--- src/rtl/uart_pkg.sv ---
// Shared types and constants for the MMIO UART transmitter.
// Latency: n/a (declarations only).
// Backpressure: n/a. Optional parity state controlled by macro UART_TX_PARITY_EN.
package uart_pkg;

  // Transmit FSM states; the parity state exists only when parity is built in.
  typedef enum logic [2:0] {
    ST_IDLE,
    ST_START,
    ST_DATA,
`ifdef UART_TX_PARITY_EN
    ST_PARITY,
`endif
    ST_STOP
  } state_t;

  // Register offsets relative to BASE_ADDR.
  localparam logic [31:0] TXDATA_OFS = 32'd0;
  localparam logic [31:0] STATUS_OFS = 32'd4;

  // STATUS word bit positions.
  localparam int ST_BUSY_BIT  = 0;
  localparam int ST_FULL_BIT  = 1;
  localparam int ST_COUNT_LSB = 2;
  localparam int ST_COUNT_MSB = 4;
  localparam int ST_OVF_BIT   = 5;

  // Assemble the STATUS word; all unlisted bits read zero.
  function automatic logic [31:0] status_word(input logic ovf, input logic [2:0] cnt,
                                              input logic full, input logic busy);
    logic [31:0] w;
    w = '0;
    w[ST_BUSY_BIT]                = busy;
    w[ST_FULL_BIT]                = full;
    w[ST_COUNT_MSB:ST_COUNT_LSB]  = cnt;
    w[ST_OVF_BIT]                 = ovf;
    return w;
  endfunction

endpackage

--- src/rtl/sync_fifo.sv ---
// Synchronous FIFO with combinational head output and occupancy count.
// Latency: a pushed word is visible at dout on the cycle after the push edge.
// Backpressure: push to a full FIFO is dropped unless a pop occurs on the same edge.
module sync_fifo #(
  parameter int DEPTH = 4,
  parameter int WIDTH = 8
) (
  input  logic                     clk,
  input  logic                     reset,
  input  logic                     push,
  input  logic                     pop,
  input  logic [WIDTH-1:0]         din,
  output logic [WIDTH-1:0]         dout,
  output logic                     full,
  output logic                     empty,
  output logic [$clog2(DEPTH):0]   count
);

  localparam int AW = $clog2(DEPTH);

  logic [WIDTH-1:0] mem [DEPTH];
  logic [AW:0]      wr_ptr;
  logic [AW:0]      rd_ptr;
  logic             wr_en;
  logic             rd_en;

  // A pop on the same edge frees a slot, so a push to a full FIFO still lands.
  assign wr_en = push && (!full || pop);
  assign rd_en = pop && !empty;

  // Extra MSB on each pointer separates the full and empty cases.
  assign empty = (wr_ptr == rd_ptr);
  assign full  = (wr_ptr[AW] != rd_ptr[AW]) && (wr_ptr[AW-1:0] == rd_ptr[AW-1:0]);
  assign count = wr_ptr - rd_ptr;
  assign dout  = mem[rd_ptr[AW-1:0]];

  // Pointer update; wraps naturally modulo 2*DEPTH.
  always_ff @(posedge clk) begin
    if (reset) begin
      wr_ptr <= '0;
      rd_ptr <= '0;
    end else begin
      if (wr_en) wr_ptr <= wr_ptr + 1'b1;
      if (rd_en) rd_ptr <= rd_ptr + 1'b1;
    end
  end

  // Storage write; contents need no reset because the pointers gate visibility.
  always_ff @(posedge clk) begin
    if (wr_en) mem[wr_ptr[AW-1:0]] <= din;
  end

endmodule

--- src/rtl/mmio_uart_tx.sv ---
// Memory-mapped UART transmitter: TXDATA push port, STATUS read port, 8N1 (or 8E1 with UART_TX_PARITY_EN).
// Latency: byte stored on edge E into an idle, empty block drives the start bit after edge E+1.
// Backpressure: stores to a full FIFO are dropped and set the sticky overflow flag; frames run back-to-back.
module mmio_uart_tx import uart_pkg::*; #(
  parameter logic [31:0] BASE_ADDR    = 32'h0000_0400,
  parameter int          CLKS_PER_BIT = 16,
  parameter int          FIFO_DEPTH   = 4
) (
  input  logic        clk,
  input  logic        reset,
  input  logic        MemWrite,
  input  logic [31:0] DataAdr,
  input  logic [31:0] WriteData,
  output logic [31:0] ReadData,
  output logic        tx
);

  localparam int             BW        = $clog2(CLKS_PER_BIT);
  localparam logic [BW-1:0]  BAUD_LAST = BW'(CLKS_PER_BIT - 1);
  localparam int             CW        = $clog2(FIFO_DEPTH) + 1;

  state_t         state;
  logic [BW-1:0]  baud_cnt;
  logic [2:0]     bit_idx;
  logic [7:0]     shreg;
  logic           overflow;
  logic           baud_wrap;
  logic           wr_txdata;
  logic           wr_status;
  logic           pop;
  logic [7:0]     fifo_dout;
  logic           fifo_full;
  logic           fifo_empty;
  logic [CW-1:0]  fifo_count;
  logic           unused_wdata;
`ifdef UART_TX_PARITY_EN
  logic           parity_bit;
`endif

  assign unused_wdata = ^WriteData[31:8];

  assign wr_txdata = MemWrite && (DataAdr == BASE_ADDR + TXDATA_OFS);
  assign wr_status = MemWrite && (DataAdr == BASE_ADDR + STATUS_OFS);
  assign baud_wrap = (baud_cnt == BAUD_LAST);

  // Pop when idle, or at the last cycle of a stop bit so the next frame follows without a gap.
  assign pop = !fifo_empty && ((state == ST_IDLE) || (state == ST_STOP && baud_wrap));

  sync_fifo #(.DEPTH(FIFO_DEPTH), .WIDTH(8)) u_fifo (
    .clk   (clk),
    .reset (reset),
    .push  (wr_txdata),
    .pop   (pop),
    .din   (WriteData[7:0]),
    .dout  (fifo_dout),
    .full  (fifo_full),
    .empty (fifo_empty),
    .count (fifo_count)
  );

  // Sticky overflow: set by a dropped store, cleared by any store to STATUS.
  always_ff @(posedge clk) begin
    if (reset) begin
      overflow <= 1'b0;
    end else if (wr_txdata && fifo_full && !pop) begin
      overflow <= 1'b1;
    end else if (wr_status) begin
      overflow <= 1'b0;
    end
  end

  // Transmit FSM with baud counter, bit index, shift register and registered tx.
  always_ff @(posedge clk) begin
    if (reset) begin
      state    <= ST_IDLE;
      tx       <= 1'b1;
      baud_cnt <= '0;
      bit_idx  <= '0;
      shreg    <= '0;
`ifdef UART_TX_PARITY_EN
      parity_bit <= 1'b0;
`endif
    end else begin
      if (state != ST_IDLE) baud_cnt <= baud_wrap ? '0 : baud_cnt + BW'(1);
      case (state)
        ST_IDLE: begin
          baud_cnt <= '0;
          if (pop) begin
            shreg <= fifo_dout;
            tx    <= 1'b0;
            state <= ST_START;
`ifdef UART_TX_PARITY_EN
            parity_bit <= ^fifo_dout;
`endif
          end
        end
        ST_START: begin
          if (baud_wrap) begin
            state   <= ST_DATA;
            tx      <= shreg[0];
            bit_idx <= '0;
          end
        end
        ST_DATA: begin
          if (baud_wrap) begin
            if (bit_idx == 3'd7) begin
              bit_idx <= '0;
`ifdef UART_TX_PARITY_EN
              state <= ST_PARITY;
              tx    <= parity_bit;
`else
              state <= ST_STOP;
              tx    <= 1'b1;
`endif
            end else begin
              bit_idx <= bit_idx + 3'd1;
              shreg   <= {1'b0, shreg[7:1]};
              tx      <= shreg[1];
            end
          end
        end
`ifdef UART_TX_PARITY_EN
        ST_PARITY: begin
          if (baud_wrap) begin
            state <= ST_STOP;
            tx    <= 1'b1;
          end
        end
`endif
        ST_STOP: begin
          if (baud_wrap) begin
            if (pop) begin
              shreg <= fifo_dout;
              tx    <= 1'b0;
              state <= ST_START;
`ifdef UART_TX_PARITY_EN
              parity_bit <= ^fifo_dout;
`endif
            end else begin
              state <= ST_IDLE;
            end
          end
        end
        default: begin
          state <= ST_IDLE;
          tx    <= 1'b1;
        end
      endcase
    end
  end

  // STATUS is decoded combinationally; TXDATA and unmapped addresses read zero.
  always_comb begin
    ReadData = '0;
    if (DataAdr == BASE_ADDR + STATUS_OFS)
      ReadData = status_word(overflow, 3'(fifo_count), fifo_full, state != ST_IDLE);
  end

endmodule

--- config.mk ---
export PLATFORM = sky130hd
export DESIGN_NAME = mmio_uart_tx
export DESIGN_NICKNAME = d
export VERILOG_FILES = /design/src/rtl/uart_pkg.sv /design/src/rtl/sync_fifo.sv /design/src/rtl/mmio_uart_tx.sv
export SDC_FILE = /design/constraint.sdc
export NUM_CORES = 1
export LEC_CHECK = 0
export ABC_AREA = 1
export CORE_UTILIZATION = 47
export CTS_CLUSTER_DIAMETER = 60
export CTS_CLUSTER_SIZE = 20
export DETAILED_ROUTE_END_ITERATION = 16
export PLACE_DENSITY_LB_ADDON = 0.3
export SYNTH_ARGS = -nofsm -noshare
export SYNTH_HDL_FRONTEND = slang
export SYNTH_SLANG_ARGS = --single-unit
--- constraint.sdc ---
create_clock -name clk -period 2.3 [get_ports clk]
set_clock_uncertainty 0.1 [all_clocks]
set_input_delay 0.345 -clock clk [delete_from_list [all_inputs] [get_ports clk]]
set_output_delay 0.345 -clock clk [all_outputs]
set_load 0.05 [all_outputs]
==> results.ini, run 1 <==
[synthesis]
synth_warnings = 0
yosys.area_share.simple = 0.242
synthAdderAreaFrac = 0.0625
syn_avg_cell_area_um2 = 8.29
ys_seq_elements = 59
synthDistinctLibCells = 29
synth.area.mux_share = 0
synth_top_family_by_area = simple AND/OR/NAND/NOR gates
synthXorXnorAreaFrac = 0.00841
synth-seq-area-share = 0.481
synth-compound-area-share = 0.0873
post_synth_design_cell_area_um2 = 3120
synthesis.instances = 377

[global_routing]
global_route.usage.total = 0.189
grt_max_degree = 17
grt_pass1_vias = 2330
first_pass_grt_wire_length_um = 10300
number_of_antenna_violations_at_the_first_check_in_global_routing = 0
aggregate_global_routing_overflow = 0

[clock_tree]
cts-root-buf = clkbuf_8
cts-buffers-inserted = 9
cts.sink_count = 59
tritoncts = built
clkLatencyLatePin_ps = 330
path_clk_slew_ps = 60
htreeDepth = 3
hold_buf_cts = 0
max-clock-path-buffers = 2

[hold_path]
worstHoldPathType = flop to flop

[worst_setup_path]
crit_path_top_delay_cell = fa_1
worstPathMaxFanout = 4
crit_type = flop to primary output
timing.critical_path.max_delay_family = adder cells
crit_buf_inv = 3
cpPeakStageDelay_ps = 410
start_kind = flop
timing.critical_path.arrival_ps = 1810
crit_path_cell_trace = inv_2, ha_2, inv_1, fa_1, xnor2_2, nor2_4, buf_12
critical_path.endpoint_type = primary output
r2r_setup_slack_ps = 250
required_ps = 1860

[floorplan]
placeableCoreArea_um2 = 6390
floorplan.initialDensity = 0.489
chipWidth_um = 83.5
io_pins = 100
placementRows = 29
die_ht_um = 83.5
design.die.area_um2 = 6980

[drt]
dr_total_vias = 2531
finalWirelength_um = 6190
detailedRoute.firstPassIterationCount = 7
routedWlPerCell_um = 11.8
postRouteAntennaNets = 0
drc_errors = 0
vias_per_cell = 4.83
first_iter_violations = 83

[final_layout]
layout.cells.most_common = nor2_1
drive_gt1_frac = 0.130
mostFrequentLayoutCells = nor2_1 (74), nand2_1 (66), clkdlybuf4s50_1 (43)
area_delta_synth_final_pct = 26.7
nNetsFinal = 524
num-fill-cells = 559
final_cells = 524
finish.instance_area_um2 = 3960
antenna-diode-count = 0

[placed_design]
dp_slack_ps = -28.2
post_dp_cell_area_um2 = 3700
placed_cells = 505
port_buf_inserts = 49
total_half_perimeter_wirelength_after_legalization_and_detailed_placement_um = 4550
placer_congestion_estimate = 0.758

[power]
vdd.ir_drop.worst_mv = 0.522
powerDensity_nw_per_um2 = 837
cellLeakagePower_nw = 1.65
fin_total_pwr_mw = 3.31

[sta]
clock.fmax_ghz = 0.444
timing.final.crit_share = 0.979
timing.final.hold_violations = 0
finalWorstPathRequiredPeriod_ps = 2250
rsz0062_at_grt = yes
setup-violations-final = 0
setup_ws_ps = 48.6
count_of_final_max_slew_check_failures = 0

[flow_run]
maxCapViolCount = 0

[outcome]
run_status = complete, no violations

==> sequential cells by signal (all words and copies together), names as in the netlist, named ones only <==
signal         flops
bit_idx            3
state              2
tx                 1
u_fifo.rd_ptr      3
shreg              8
u_fifo.mem        32
baud_cnt           4
overflow           1
u_fifo.wr_ptr      3
==> kinds of logic (layout without fill, tap and decap cells) <==
kind of cell               Yosys count  in the layout
DFF                                 59             59
AOI/OAI and AO/OA                   52             52
and+or+nand+nor                    178            178
other                                1             26
buffers and inverters               69            114
adders and majority gates           15             15
xor gates and xnor gates             3              3
==> metal layers <==
layer	vias to the layer above	global-route usage	wire length, um
li1	1305	-	-
met5	-	0	0
met4	0	0.0940	178
met1	1144	0.231	2720
met3	16	0.0485	290
met2	66	0.310	3010
==> power breakdown <==
| part | leakage (nW) | switching, mW | internal, mW |
|---|---|---|---|
| clock | 0.0935 | 0.382 | 0.490 |
| sequential | 0.509 | 0.0613 | 1.20 |
| combinational | 1.04 | 0.766 | 0.408 |
| total | 1.65 | 1.21 | 2.10 |
==> path summary, 6_finish.rpt <==
path,start,to,cells past startpoint
max,u_fifo.wr_ptr[0],ReadData[4],7
min,baud_cnt[0],baud_cnt[0],1
max reg2reg,u_fifo.wr_ptr[0],u_fifo.mem[0][7],8
min reg2reg,baud_cnt[0],baud_cnt[0],1
==> cell usage after synthesis <==
library cell,count,area [um2]
nor2_1,81,304
nand2_1,67,251
inv_1,35,131
edfxtp_1,32,961
o21ai_0,29,145
dfxtp_1,27,541
buf_4,26,195
a21oi_1,15,75.1
ha_1,14,175
nand3_1,11,55.1
o22ai_1,6,37.5
nand2_2,5,31.3
nand4_1,5,31.3
buf_2,3,15.0
clkbuf_1,2,7.51
inv_2,2,7.51
nand2_4,2,22.5
nand3_2,2,20.0
nor3_1,2,10.0
xor2_1,2,17.5
buf_6,1,11.3
conb_1,1,3.75
fa_1,1,20.0
nand3_4,1,17.5
nor2_2,1,6.26
nor3b_1,1,7.51
o211a_1,1,10.0
o21ai_1,1,5.00
xnor2_1,1,8.76
==> worst register-to-register path, cell delays in order, from the launching register on <==
cell     delay [ps]
dfxtp_2         360
inv_2            60
ha_2            370
nand2_1          80
nor2_2          160
nand3_1         180
nand3_1         230
nor2_1           70
buf_4           180
==> per-stage QoR <==
| step | setup TNS, ps | util | hold slack (ps) |
|---|---|---|---|
| finish | 0 | 0.620 | 343 |
| global route | -104 | 0.620 | 371 |
| CTS | -164 | 0.609 | 346 |
| detailed placement | -147 | 0.580 | 336 |
| global placement | 0 | 0.580 | 327 |
| floorplan | 0 | - | 318 |
==> final cells by class <==
type / count / area (um2) / share of cell area
Multi-Input combinational cell: 274 / 1390 / 0.352
Clock inverter: 6 / 56.3 / 0.0142
Sequential cell: 59 / 1500 / 0.380
Clock buffer: 10 / 128 / 0.0322
Timing Repair Buffer: 61 / 641 / 0.162
Inverter: 37 / 139 / 0.0351
Tap cell: 77 / 96.3 / 0.0243
==> timing repair <==
| action | 4_1_cts | 5_1_grt |
|---|---|---|
| setup endpoints to repair | 6 | 6 |
| gates cloned | 0 | 0 |
| buffers inserted | 0 | 3 |
| gates resized for setup | 1 | 15 |
(Power assumes the default switching activity.)
==> inputs of run 2 (changes only) <==
Settings changed: CORE_UTILIZATION 47 to 48.
Clock period 2.3 ns to 2.8 ns, I/O delays scaled along.
==> run 2 against run 1 <==
Compared with the run above:
- power decreased by 18%
- count of clock-buffer cells in the layout decreased by 1
- core utilization decreased by 0.62 points
- die area decreased by 2.0%
- combinational power decreased by 21%
- sequential power decreased by 18%
- design area decreased by 2.1%
- global-route usage about the same
- routed wire length decreased by 2.6%
- non-clock buffer count decreased by 6
- first-iteration DRC count increased by 3.6%
- critical path type is now primary input to primary output
- highest routed layer unchanged
==> results.ini, run 2 (same netlist as run 1, synthesis figures left out) <==
[drt]
vias_per_cell = 4.87
first_iter_violations = 86
drc_errors = 0
finalWirelength_um = 6030
detailedRoute.firstPassIterationCount = 4
dr_total_vias = 2523
postRouteAntennaNets = 0
routedWlPerCell_um = 11.6

[final_layout]
drive_gt1_frac = 0.0907
multi_input_area_um2 = 1350
final_cells = 518
largest_register_ff_count = 32
area_delta_synth_final_pct = 24.0
antenna-diode-count = 0
seqCellArea_um2 = 1500
layout.cells.most_common = nor2_1
mostFrequentLayoutCells = nor2_1 (81), nand2_1 (67), clkdlybuf4s50_1 (43)
num-fill-cells = 550
nNetsFinal = 518

[worst_setup_path]
crit_type = primary input to primary output
timing.critical_path.arrival_ps = 2010
r2r-start = u_fifo.wr_ptr[0]
cpPeakStageDelay_ps = 440
critical_path.endpoint_type = primary output
critPathLaunch = DataAdr[17]
crit_path_top_delay_cell = clkdlybuf4s50_1
worstPathMaxFanout = 6
start_kind = primary input
crit_path_cell_trace = clkdlybuf4s50_1, nor2_1, nand2_1, nor2_1, nand2_1, nor2_1, nand2_1, nor2_1, buf_12
required_ps = 2280
cp_common_cell = nor2_1

[clock_tree]
clkLatencyLatePin_ps = 340
max-clock-path-buffers = 2
htreeDepth = 3
hold_buf_cts = 0
path_clk_slew_ps = 60
cts_setup_buffers = 0
tritoncts = built
cts.sink_count = 59
cts-root-buf = clkbuf_8
cts-buffers-inserted = 9
post_cts_resize_count = 0

[global_routing]
aggregate_global_routing_overflow = 0
number_of_antenna_violations_at_the_first_check_in_global_routing = 0
grt_pass1_vias = 2260
first_pass_grt_wire_length_um = 9570
grt_max_degree = 18
global_route.usage.total = 0.189

[outcome]
run_status = complete, no violations

[power]
powerDensity_nw_per_um2 = 701
power_frac_comb = 0.341
internal_pwr_total_mw = 1.71
switching_share = 0.369
share_clk_of_total_power = 0.277
power.sequential.fraction = 0.383
net-switching-power_mw = 1.00
vdd.ir_drop.worst_mv = 0.609
cellLeakagePower_nw = 1.61

[floorplan]
placementRows = 29
placeableCoreArea_um2 = 6310
chipWidth_um = 82.7
io_pins = 100
floorplan.initialDensity = 0.495
design.die.area_um2 = 6840
die_ht_um = 82.7

[sta]
setup_ws_ps = 267
rsz0062_at_grt = no
timing.final.crit_share = 0.905
setup-violations-final = 0
finalWorstPathRequiredPeriod_ps = 2530
timing.final.hold_violations = 0
clock.fmax_ghz = 0.395
setup_total_negative_slack_ps = 0
count_of_final_max_slew_check_failures = 0

[flow_run]
maxCapViolCount = 0

[placed_design]
total_half_perimeter_wirelength_after_legalization_and_detailed_placement_um = 4320
port_buf_inserts = 49
placed_cells = 502
placer_congestion_estimate = 0.771
dp_slack_ps = 275

[hold_path]
timing.hold.worst.start = baud_cnt[0]
worstHoldPathType = flop to flop

[run 2: worst max-delay path: cells and delay by family]
kind | cells | cell delay (ps)
buffers and inverters | 2 | 610
and+or+nand+nor | 7 | 970
[run 2: path summary, 6_finish.rpt]
kind | slack, ps | cells after the start | to
max | 270 | 9 | ReadData[2]
min | 350 | 1 | baud_cnt[0]
max reg2reg | 660 | 8 | u_fifo.mem[1][2]
min reg2reg | 350 | 1 | baud_cnt[0]
[run 2: per-layer routing]
metal  vias to the layer above  share of wire  track usage
met2                        68           0.47        0.326
met1                      1152           0.45        0.219
met5                         -              0            0
li1                       1291              -            -
met4                         0          0.020        0.102
met3                        12          0.056       0.0374
[run 2: per-stage QoR]
| step | instance area, um2 | hold WS, ps | util | total power [mW] |
|---|---|---|---|---|
| after floorplan | 3220 | 318 | - | 1.80 |
| after global placement | 3680 | 329 | 0.583 | 1.95 |
| after detailed placement | 3680 | 340 | 0.583 | 1.98 |
| after CTS | 3870 | 349 | 0.614 | 2.74 |
| after global routing | 3870 | 392 | 0.614 | 2.91 |
| final | 3870 | 346 | 0.614 | 2.72 |
[run 2: power by group through the flow]
stage / Combinational, mW / Sequential, mW / Clock, mW
after floorplan: 0.733 / 1.07 / 0
after global placement: 0.899 / 1.05 / 0
after detailed placement: 0.924 / 1.06 / 0
after CTS: 0.929 / 1.04 / 0.768
after global routing: 1.06 / 1.05 / 0.794
final: 0.926 / 1.04 / 0.751
[run 2: layout make-up]
cell class	count	share of cell area
sequential	59	0.388
multi-input combinational	274	0.348
timing repair buffer	55	0.154
inverter	37	0.0359
clock buffer	9	0.0320
tap	77	0.0249
clock inverter	7	0.0178
